File: src/rtl/keccak_round_sequencer_if.sv
// keccak_round_sequencer_if: start/done handshake between the Keccak round sequencer and its step engines
interface keccak_round_sequencer_if #(
  parameter int IDX_W = 6,
  parameter int RND_W = 5
);
  logic start, abort, step_done, step_start, busy, done, error;
  logic [2:0] step_id;
  logic [IDX_W-1:0] step_idx;
  logic [RND_W-1:0] round_idx;
  modport master(
    output start, abort, step_done,
    input step_start, step_id, step_idx, round_idx, busy, done, error
  );
  modport slave(
    input start, abort, step_done,
    output step_start, step_id, step_idx, round_idx, busy, done, error
  );
endinterface

File: src/rtl/keccak_round_sequencer.sv
// keccak_round_sequencer: walks theta/rho/pi/chi/iota engine iterations over NUM_ROUNDS rounds with abort and watchdog
module keccak_round_sequencer #(
  parameter int LANE_W = 64,
  parameter int LANES = 25,
  parameter int NUM_ROUNDS = 24,
  parameter int TIMEOUT = 255,
  parameter int IDX_W = (LANE_W > LANES ? LANE_W : LANES) > 1 ? $clog2(LANE_W > LANES ? LANE_W : LANES) : 1,
  parameter int RND_W = NUM_ROUNDS > 1 ? $clog2(NUM_ROUNDS) : 1
) (
  input logic clk,
  input logic rst,
  keccak_round_sequencer_if.slave bus
);
  localparam int CNT_W = TIMEOUT > 1 ? $clog2(TIMEOUT) : 1;
  typedef enum logic [2:0] {IDLE, ISSUE, WAIT, ADV, FINISH, ERR} state_t;
  typedef enum logic [2:0] {THETA, RHO, PI, CHI, IOTA} step_t;
  state_t state, state_n;
  step_t step, step_n;
  logic [IDX_W-1:0] idx, idx_n, last;
  logic [RND_W-1:0] rnd, rnd_n;
  logic [CNT_W-1:0] cnt, cnt_n;
  logic step_start, busy, done, error;
  logic step_end, round_end, perm_end;
  always_comb begin
    state_n = state;
    step_n = step;
    idx_n = idx;
    rnd_n = rnd;
    cnt_n = cnt;
    last = (step == THETA || step == CHI) ? IDX_W'(LANE_W - 1) : step == RHO ? IDX_W'(LANES - 1) : '0;
    step_end = idx == last;
    round_end = step_end && step == IOTA;
    perm_end = round_end && rnd == RND_W'(NUM_ROUNDS - 1);
    case (state)
      IDLE, ERR: if (bus.start) begin
        state_n = ISSUE;
        step_n = THETA;
        idx_n = '0;
        rnd_n = '0;
      end
      ISSUE: begin
        state_n = WAIT;
        cnt_n = '0;
      end
      WAIT: if (bus.step_done) state_n = ADV;
        else if (TIMEOUT != 0 && cnt == CNT_W'(TIMEOUT - 1)) state_n = ERR;
        else cnt_n = cnt + 1'b1;
      ADV: begin
        state_n = perm_end ? FINISH : ISSUE;
        idx_n = step_end ? '0 : idx + 1'b1;
        step_n = !step_end ? step : round_end ? THETA : step_t'(step + 3'd1);
        rnd_n = round_end && !perm_end ? rnd + 1'b1 : rnd;
      end
      FINISH: begin
        state_n = IDLE;
        idx_n = '0;
        rnd_n = '0;
      end
      default: state_n = IDLE;
    endcase
    if (bus.abort) begin
      state_n = IDLE;
      step_n = THETA;
      idx_n = '0;
      rnd_n = '0;
      cnt_n = '0;
    end
  end
  always_ff @(posedge clk or posedge rst)
    if (rst) begin
      state <= IDLE;
      step <= THETA;
      idx <= '0;
      rnd <= '0;
      cnt <= '0;
      step_start <= 1'b0;
      busy <= 1'b0;
      done <= 1'b0;
      error <= 1'b0;
    end else begin
      state <= state_n;
      step <= step_n;
      idx <= idx_n;
      rnd <= rnd_n;
      cnt <= cnt_n;
      step_start <= state_n == ISSUE;
      busy <= state_n != IDLE && state_n != ERR;
      done <= state_n == FINISH;
      error <= state_n == ERR;
    end
  assign bus.step_start = step_start;
  assign bus.step_id = step;
  assign bus.step_idx = idx;
  assign bus.round_idx = rnd;
  assign bus.busy = busy;
  assign bus.done = done;
  assign bus.error = error;
endmodule

File: src/flat_wrapper.sv
// flat-port wrapper written by rule: the top's interface ports become plain ports
module keccak_round_sequencer_flat 
#(
  parameter int LANE_W = 64,
  parameter int LANES = 25,
  parameter int NUM_ROUNDS = 24,
  parameter int TIMEOUT = 255,
  parameter int IDX_W = (LANE_W > LANES ? LANE_W : LANES) > 1 ? $clog2(LANE_W > LANES ? LANE_W : LANES) : 1,
  parameter int RND_W = NUM_ROUNDS > 1 ? $clog2(NUM_ROUNDS) : 1
)
  (clk, rst, bus_start, bus_abort, bus_step_done, bus_step_start, bus_step_id, bus_step_idx, bus_round_idx, bus_busy, bus_done, bus_error);
  keccak_round_sequencer_if #(.IDX_W(IDX_W), .RND_W(RND_W)) bus_i ();
  input logic clk;
  input logic rst;
  input wire logic [$bits(bus_i.start)-1:0] bus_start;
  input wire logic [$bits(bus_i.abort)-1:0] bus_abort;
  input wire logic [$bits(bus_i.step_done)-1:0] bus_step_done;
  output wire logic [$bits(bus_i.step_start)-1:0] bus_step_start;
  output wire logic [$bits(bus_i.step_id)-1:0] bus_step_id;
  output wire logic [$bits(bus_i.step_idx)-1:0] bus_step_idx;
  output wire logic [$bits(bus_i.round_idx)-1:0] bus_round_idx;
  output wire logic [$bits(bus_i.busy)-1:0] bus_busy;
  output wire logic [$bits(bus_i.done)-1:0] bus_done;
  output wire logic [$bits(bus_i.error)-1:0] bus_error;
  assign bus_i.start = bus_start;
  assign bus_i.abort = bus_abort;
  assign bus_i.step_done = bus_step_done;
  assign bus_step_start = bus_i.step_start;
  assign bus_step_id = bus_i.step_id;
  assign bus_step_idx = bus_i.step_idx;
  assign bus_round_idx = bus_i.round_idx;
  assign bus_busy = bus_i.busy;
  assign bus_done = bus_i.done;
  assign bus_error = bus_i.error;
  keccak_round_sequencer #(.LANE_W(LANE_W), .LANES(LANES), .NUM_ROUNDS(NUM_ROUNDS), .TIMEOUT(TIMEOUT), .IDX_W(IDX_W), .RND_W(RND_W)) u_core (.clk(clk), .rst(rst), .bus(bus_i));
endmodule
File: config.mk
export PLATFORM = sky130hd
export DESIGN_NAME = keccak_round_sequencer_flat
export DESIGN_NICKNAME = d
export VERILOG_FILES = /design/src/rtl/keccak_round_sequencer_if.sv /design/src/rtl/keccak_round_sequencer.sv /design/src/flat_wrapper.sv
export SDC_FILE = /design/constraint.sdc
export NUM_CORES = 1
export LEC_CHECK = 0
export ABC_CLOCK_PERIOD_IN_PS = 2750
export BUFFER_PORTS_ARGS = -buffer_cell sky130_fd_sc_hd__buf_4
export CORE_UTILIZATION = 42
export CTS_BUF_LIST = sky130_fd_sc_hd__clkbuf_8
export DETAILED_ROUTE_END_ITERATION = 7
export MAX_ROUTING_LAYER = met4
export PLACE_DENSITY = 0.66
export SETUP_SLACK_MARGIN = 0.05
export SYNTH_ARGS = -nofsm -noshare
export SYNTH_HDL_FRONTEND = slang
export SYNTH_SLANG_ARGS = --single-unit
File: constraint.sdc
create_clock -name clk -period 2.75 [get_ports clk]
set_input_delay 0.1375 -clock clk [delete_from_list [all_inputs] [get_ports clk]]
set_output_delay 0.1375 -clock clk [all_outputs]
set_load 0.02 [all_outputs]
==> impl_results.md, run 1 <==
* Dpl cell area at 2032 um2
* Syn_area_per_cell at 9.612 um2
* Final GP Congestion at 0.8529
* RSZ-0062 raised after global routing: no
* Post-route minimum period at between 2 and 2.5 ns
* Global-route wire length before repair at 6762 um
* Post-synth EDFFs at 0
* Status: finished, final reports clean
* Gr usage total at 0.2036
* Max Cap Viol at 0
* Hold WS at 0.1018 ns
* Synth cell types at 56
* Detailed router's first-iteration violation count at 77
* Cts hold-fix bufs at 0
* Post-route clock skew at 0.003431 ns
* Leak at 0.0009311 uW
* Critical Path Most Common Cell: ha_1
* Slowest CP cell: or4_1
* # setup viols final at 0
* Synth cell count leaders: dfrtp_1, nand2_1, nor2_1
* Worst min-delay path class: in2reg
* Peak VDD IR at 0.0002782 V
* Most frequent cell after synthesis: dfrtp_1
* Worst-Skew Late Latency at 0.27 ns
* CTS H-Tree Depth at 2
* Hold Fails Final Rpt at 0
* Final WL at 4004 um
* Final core utilization at 0.5184
* Sequential area share after synthesis at 0.3994
* Initial antenna violation count at 0
* Post-Syn Nets at 202
* Total CTS buffers at 5
* Max-slew headroom at 0.2714
* Wire length per cell at 15.17 um
* WP data arrival at 2.61 ns
* Fin nets at ~230
* Top-area cell type share of the netlist area at 0.3994
* Full die area at 4593 um2
* FMAX at 0.4082 GHz
* Synth area leaders: dfrtp_1, ha_1, a21oi_1
* IO Count at 23
* Die H at 67.77 um
* Synthesized area at approximately 1800 um2
* Via count of the first global-routing pass at between 1000 and 1500
* Final instance area at about 2100 um2
* Worst-path maximum fanout at 7
* Share of cells above drive strength 1 at 0.2056
* Final worst path period share at 0.8908
* Area growth syn-to-layout at 16.60%
* Slowest stage delay, CP at 0.57 ns
* Clk root buf: clkbuf_8
* Clock buffer depth at 2
* Register bit count reported by yosys at 29
* Filler Cells Inserted at 375
* DR vias at 1584
* Antenna Nets Post-Route at 0
* CP Buf/Inv Count at 0
* Crit path required time at between 2 and 3 ns
* Mapped Cells at 189
* Post-synth top flop: dfrtp_1
* Port Buffers at 22
* # Post-CTS Setup Buffers at 0
* Cts repair resizes at 0
* Setup_tns at 0 ns
* CP Launch Type: register
* Vias per cell at roughly 6.0
* Clk slew on worst S/H paths at 0.06 ns
* Ys Warns at 0
* Top cell type by total area after synthesis: dfrtp_1
* Die Wd at 67.77 um
* Asr flop ratio synth at 1.000
* DRC viols at 0
* Slew Viols, Final at 0
* Slew @ Worst Pin at 1.092 ns
* CTS sink cnt at 29
* Kind of cell adding the most delay to the critical path: compound AO/OA/AOI/OAI gates
* Pwr Density at ~420 nW/um2
* Placeable Area at a little over 4000 um2
* Starting density of the core at 0.4446
* CP endpoint kind: register
* # diodes at 0
* Critical path type: reg2reg
* DRT Pass-1 Iters at 4
* TritonCTS clock tree: yes
* Grt total ovfl at 0
* Rows at 23
* Largest net degree at the start of global routing at 30
* Worst-path cell chain: ha_1 -> ha_1 -> or4_1 -> a221oi_2 -> nand4_1 -> a31o_1
* Detailed Place HPWL at 2933 um
[metrics by stage]
step	setup WS [ns]	std cells	total power, uW
2_1_floorplan	0.3863	189	516.7
3_3_place_gp	0.4093	257	544.1
3_5_place_dp	0.3416	257	547.3
4_1_cts	0.3205	264	894.5
5_1_grt	0.1923	264	928.5
6_report	0.3002	264	885.4
[state kept, by name, indices dropped and copies added (netlist names)]
signal,cells
u_core.bus.busy,1
u_core.bus.step_start,1
u_core.bus.error,1
u_core.bus.step_id,3
u_core.bus.step_idx,6
u_core.bus.round_idx,5
u_core.bus.done,1
u_core.cnt,8
u_core.state,3
[cell families after synthesis]
family | after synthesis | share of synthesized area
mux | 2 | 0.01240
fa+ha+maj | 8 | 0.05510
compound gates | 64 | 0.2638
flops | 29 | 0.3995
simple gates | 66 | 0.2094
xor+xnor | 5 | 0.02410
buf+inv | 15 | 0.03581
[cell type report]
class | count | area [um2] | share of cell area
multi-input cells | 145 | 1026 | 0.4843
flip-flops and latches | 29 | 725.7 | 0.3426
well taps | 50 | 62.56 | 0.02953
clock inverters | 1 | 3.754 | 0.001772
inverters | 8 | 30.03 | 0.01418
clock buffers | 6 | 82.58 | 0.03898
repair buffers | 25 | 187.7 | 0.08860
[cells in the final DEF, fill, tap and decap left out, drive strengths merged, types with 3 or more instances in the layout]
| master | n |
|---|---|
| dfrtp | 29 |
| buf | 25 |
| nand2 | 15 |
| nor2 | 14 |
| a21oi | 13 |
| inv | 9 |
| o21ai | 9 |
| ha | 8 |
| clkbuf | 6 |
| a31oi | 5 |
| xnor2 | 5 |
| nand3 | 4 |
| a211oi | 4 |
| a21o | 4 |
| nor3 | 4 |
| o31ai | 4 |
| nand3b | 3 |
| nand2b | 3 |
| nand4 | 3 |
| a32o | 3 |
| and2 | 3 |
| and3 | 3 |
| o311a | 3 |
| nor4b | 3 |
[worst register-to-register path: stages (launching register included)]
cell	delay, ns
dfrtp_1	0.41
ha_1	0.22
ha_1	0.22
or4_1	0.57
a221oi_2	0.51
nand4_1	0.16
a31o_1	0.24
[worst paths after layout]
path	slack [ns]	startpoint	to	cells after the start
min in group asynchronous	0.15	rst	u_core.bus.round_idx[0]	2
max reg2reg	0.30	u_core.bus.step_id[0]	u_core.bus.round_idx[3]	6
max in group asynchronous	1.95	rst	u_core.bus.step_id[1]	2
max	0.30	u_core.bus.step_id[0]	u_core.bus.round_idx[3]	6
min reg2reg	0.51	u_core.cnt[6]	u_core.cnt[6]	1
min	0.10	bus_abort	u_core.bus.busy	2
[per-layer routing]
| layer | global-route usage | vias up | part of all wire |
|---|---|---|---|
| li1 | - | 757 | - |
| met1 | 0.2508 | 772 | 0.44 |
| met2 | 0.3156 | 46 | 0.50 |
| met3 | 0.05574 | 9 | 0.043 |
| met4 | 0.07813 | 0 | 0.015 |
| met5 | - | - | 0 |
[power by group]
group / leakage, uW / switching [uW] / total [uW] / internal (uW)
logic: 0.000481 / 57.8 / 92.5 / 34.7
registers: 0.000402 / 11.8 / 446 / 435
clock network: 0.0000485 / 152 / 347 / 194
No activity file was read; power rests on OpenSTA's default activity.
==> run 2: changes to the inputs <==
Settings changed: BUFFER_PORTS_ARGS -buffer_cell sky130_fd_sc_hd__buf_4 to not set, CORE_UTILIZATION 42 to 50, DONT_BUFFER_PORTS set to 1, PLACE_DENSITY 0.66 to 0.7.
==> impl_results.md, run 2 (synthesized netlist as in run 1, its figures left out) <==
* Status: finished, final reports clean (unchanged)
* DRT Pass-1 Iters at 4 (unchanged)
* CP endpoint kind: register (unchanged)
* Detailed Place HPWL at 2943 um (was 2933 um)
* Biggest register: u_core.cnt (unchanged)
* Kind of cell adding the most delay to the critical path: compound AO/OA/AOI/OAI gates (unchanged)
* RSZ-0062 raised after global routing: yes (was no)
* Pwr Density at 464.2 nW/um2 (was 418.0 nW/um2)
* CP Buf/Inv Count at 1 (was 0)
* Wire length per cell at 16.63 um (was 15.17 um)
* Final worst setup slack at 0.1861 ns (was 0.3002 ns)
* Area growth syn-to-layout at 9.022% (was 16.60%)
* Max FFs per register at 8 (unchanged)
* Worst min-delay path class: in2async (was in2reg)
* IO Count at 23 (unchanged)
* Post-route minimum period at 2.564 ns (was 2.450 ns)
* Gr usage total at 0.2371 (was 0.2036)
* Commonest non-fill, non-tap cell in the layout: dfrtp_1 (unchanged)
* Antenna Nets Post-Route at 0 (unchanged)
* Leak at 0.0008284 uW (was 0.0009311 uW)
* Worst-Skew Late Latency at 0.28 ns (was 0.27 ns)
* Initial antenna violation count at 0 (unchanged)
* Max-slew headroom at 0.2578 (was 0.2714)
* TritonCTS clock tree: yes (unchanged)
* Crit path required time at 2.92 ns (was 2.91 ns)
* Slowest CP cell: dfrtp_1 (was or4_1)
* # diodes at 0 (unchanged)
* Instance count on the critical path at 7 (was 6)
* Full die area at 3879 um2 (was 4593 um2)
* Worst-path maximum fanout at 10 (was 7)
* # setup viols final at 0 (unchanged)
* Hold Fails Final Rpt at 0 (unchanged)
* Share of cells above drive strength 1 at 0.1282 (was 0.2056)
* DR vias at 1494 (was 1584)
* Final worst path period share at 0.9323 (was 0.8908)
* Cts repair resizes at 0 (unchanged)
* Grt total ovfl at 0 (unchanged)
* FF-to-FF path depth at 7 (was 6)
* Clk root buf: clkbuf_8 (unchanged)
* Worst-path cell chain: inv_1 -> ha_1 -> o21ba_1 -> or4_1 -> a22o_1 -> a21o_1 -> mux2_2 (was ha_1 -> ha_1 -> or4_1 -> a221oi_2 -> nand4_1 -> a31o_1)
* Final GP Congestion at 0.8236 (was 0.8529)
* CTS H-Tree Depth at 2 (unchanged)
* Starting density of the core at 0.5319 (was 0.4446)
* Slowest stage delay, CP at 0.52 ns (was 0.57 ns)
* Filler Cells Inserted at 305 (was 375)
* Die H at 62.28 um (was 67.77 um)
* Port Buffers at 0 (was 22)
* Slew @ Worst Pin at 1.112 ns (was 1.092 ns)
* Rows at 21 (was 23)
* Die Wd at 62.28 um (was 67.77 um)
* Most frequent cells in the layout: dfrtp_1, nand2_1, nor2_1, a21oi_1, o21ai_0 (was dfrtp_1, buf_4, nand2_1, nor2_1, a21oi_1)
* CTS sink cnt at 29 (unchanged)
* Post-route clock skew at 0.006376 ns (was 0.003431 ns)
* Slew Viols, Final at 0 (unchanged)
* Critical path type: reg2reg (unchanged)
* Final WL at 4009 um (was 4004 um)
* Placeable Area at 3416 um2 (was 4086 um2)
* Fin nets at 207 (was 227)
* Total CTS buffers at 5 (unchanged)
* Detailed router's first-iteration violation count at 191 (was 77)
* Largest net degree at the start of global routing at 30 (unchanged)
* Setup_tns at 0 ns (unchanged)
* Via count of the first global-routing pass at 1496 (was 1476)
* Global-route wire length before repair at 7003 um (was 6762 um)
* FMAX at 0.3900 GHz (was 0.4082 GHz)
* WP data arrival at 2.73 ns (was 2.61 ns)
* # Post-CTS Setup Buffers at 0 (unchanged)
* Vias per cell at 6.199 (was 6.000)
* DRC viols at 0 (unchanged)
* Peak VDD IR at 0.0002957 V (was 0.0002782 V)
* Clk slew on worst S/H paths at 0.07 ns (was 0.06 ns)
* Max Cap Viol at 0 (unchanged)
* CP Launch Type: register (unchanged)
* Pre-CTS setup slack at 0.2040 ns (was 0.3416 ns)
* Clock buffer depth at 2 (unchanged)
run 2: worst register-to-register path: stages (launching register included):
cell and delay (ns):
dfrtp_1 0.52, inv_1 0.11, ha_1 0.25, o21ba_1 0.19
or4_1 0.50, a22o_1 0.39, a21o_1 0.25, mux2_2 0.25
run 2: worst paths after layout:
check | from | end | slack [ns]
worst max-delay path | u_core.bus.step_id[0] | u_core.bus.step_id[0] | 0.19
max in group asynchronous | rst | u_core.state[1] | 2.05
worst min-delay path | rst | u_core.cnt[1] | 0.03
min in group clk | bus_start | u_core.bus.busy | 0.07
worst min register to register | u_core.cnt[6] | u_core.cnt[6] | 0.52
worst max register to register | u_core.bus.step_id[0] | u_core.bus.step_id[0] | 0.19
run 2: through the flow:
stage,total power [uW],hold slack (ns),utilization,cells,area (um2)
finish,919.4,0.02607,0.5799,241,1981
global route,953.3,0.07293,0.5799,241,1981
detailed placement,534.1,0.2076,0.5473,232,1869
global placement,530.3,0.2095,0.5473,232,1869
floorplan,516.7,0.2156,-,189,1817
CTS,924.4,0.05931,0.5799,241,1981
run 2: power breakdown:
| group | leakage (uW) | internal, uW | total (uW) | switching, uW |
|---|---|---|---|---|
| registers | 0.000402 | 434 | 452 | 17.3 |
| clock network | 0.0000542 | 226 | 392 | 166 |
| logic | 0.000373 | 27.4 | 75.4 | 48.0 |
| total | 0.000828 | 688 | 919 | 232 |
run 2: layout make-up:
cell class                 count  area, um2  area share
clock buffer                   7      96.34     0.04864
clock inverter                 1      5.005    0.002527
inverter                       8      30.03     0.01516
multi-input combinational    145       1026      0.5180
sequential                    29      725.7      0.3664
tap                           46      57.56     0.02906
timing repair buffer           5      40.04     0.02021
run 2: layer usage:
layer | share of wire | global-route usage
met5 | 0 | -
met4 | 0.022 | 0.1192
met3 | 0.040 | 0.05699
met2 | 0.51 | 0.3970
met1 | 0.43 | 0.2633
run 2: what timing repair did:
action / in CTS / in global routing
hold buffers: 1 / 0
hold endpoints to repair: 1 / 0
endpoints found under the setup margin: 0 / 1
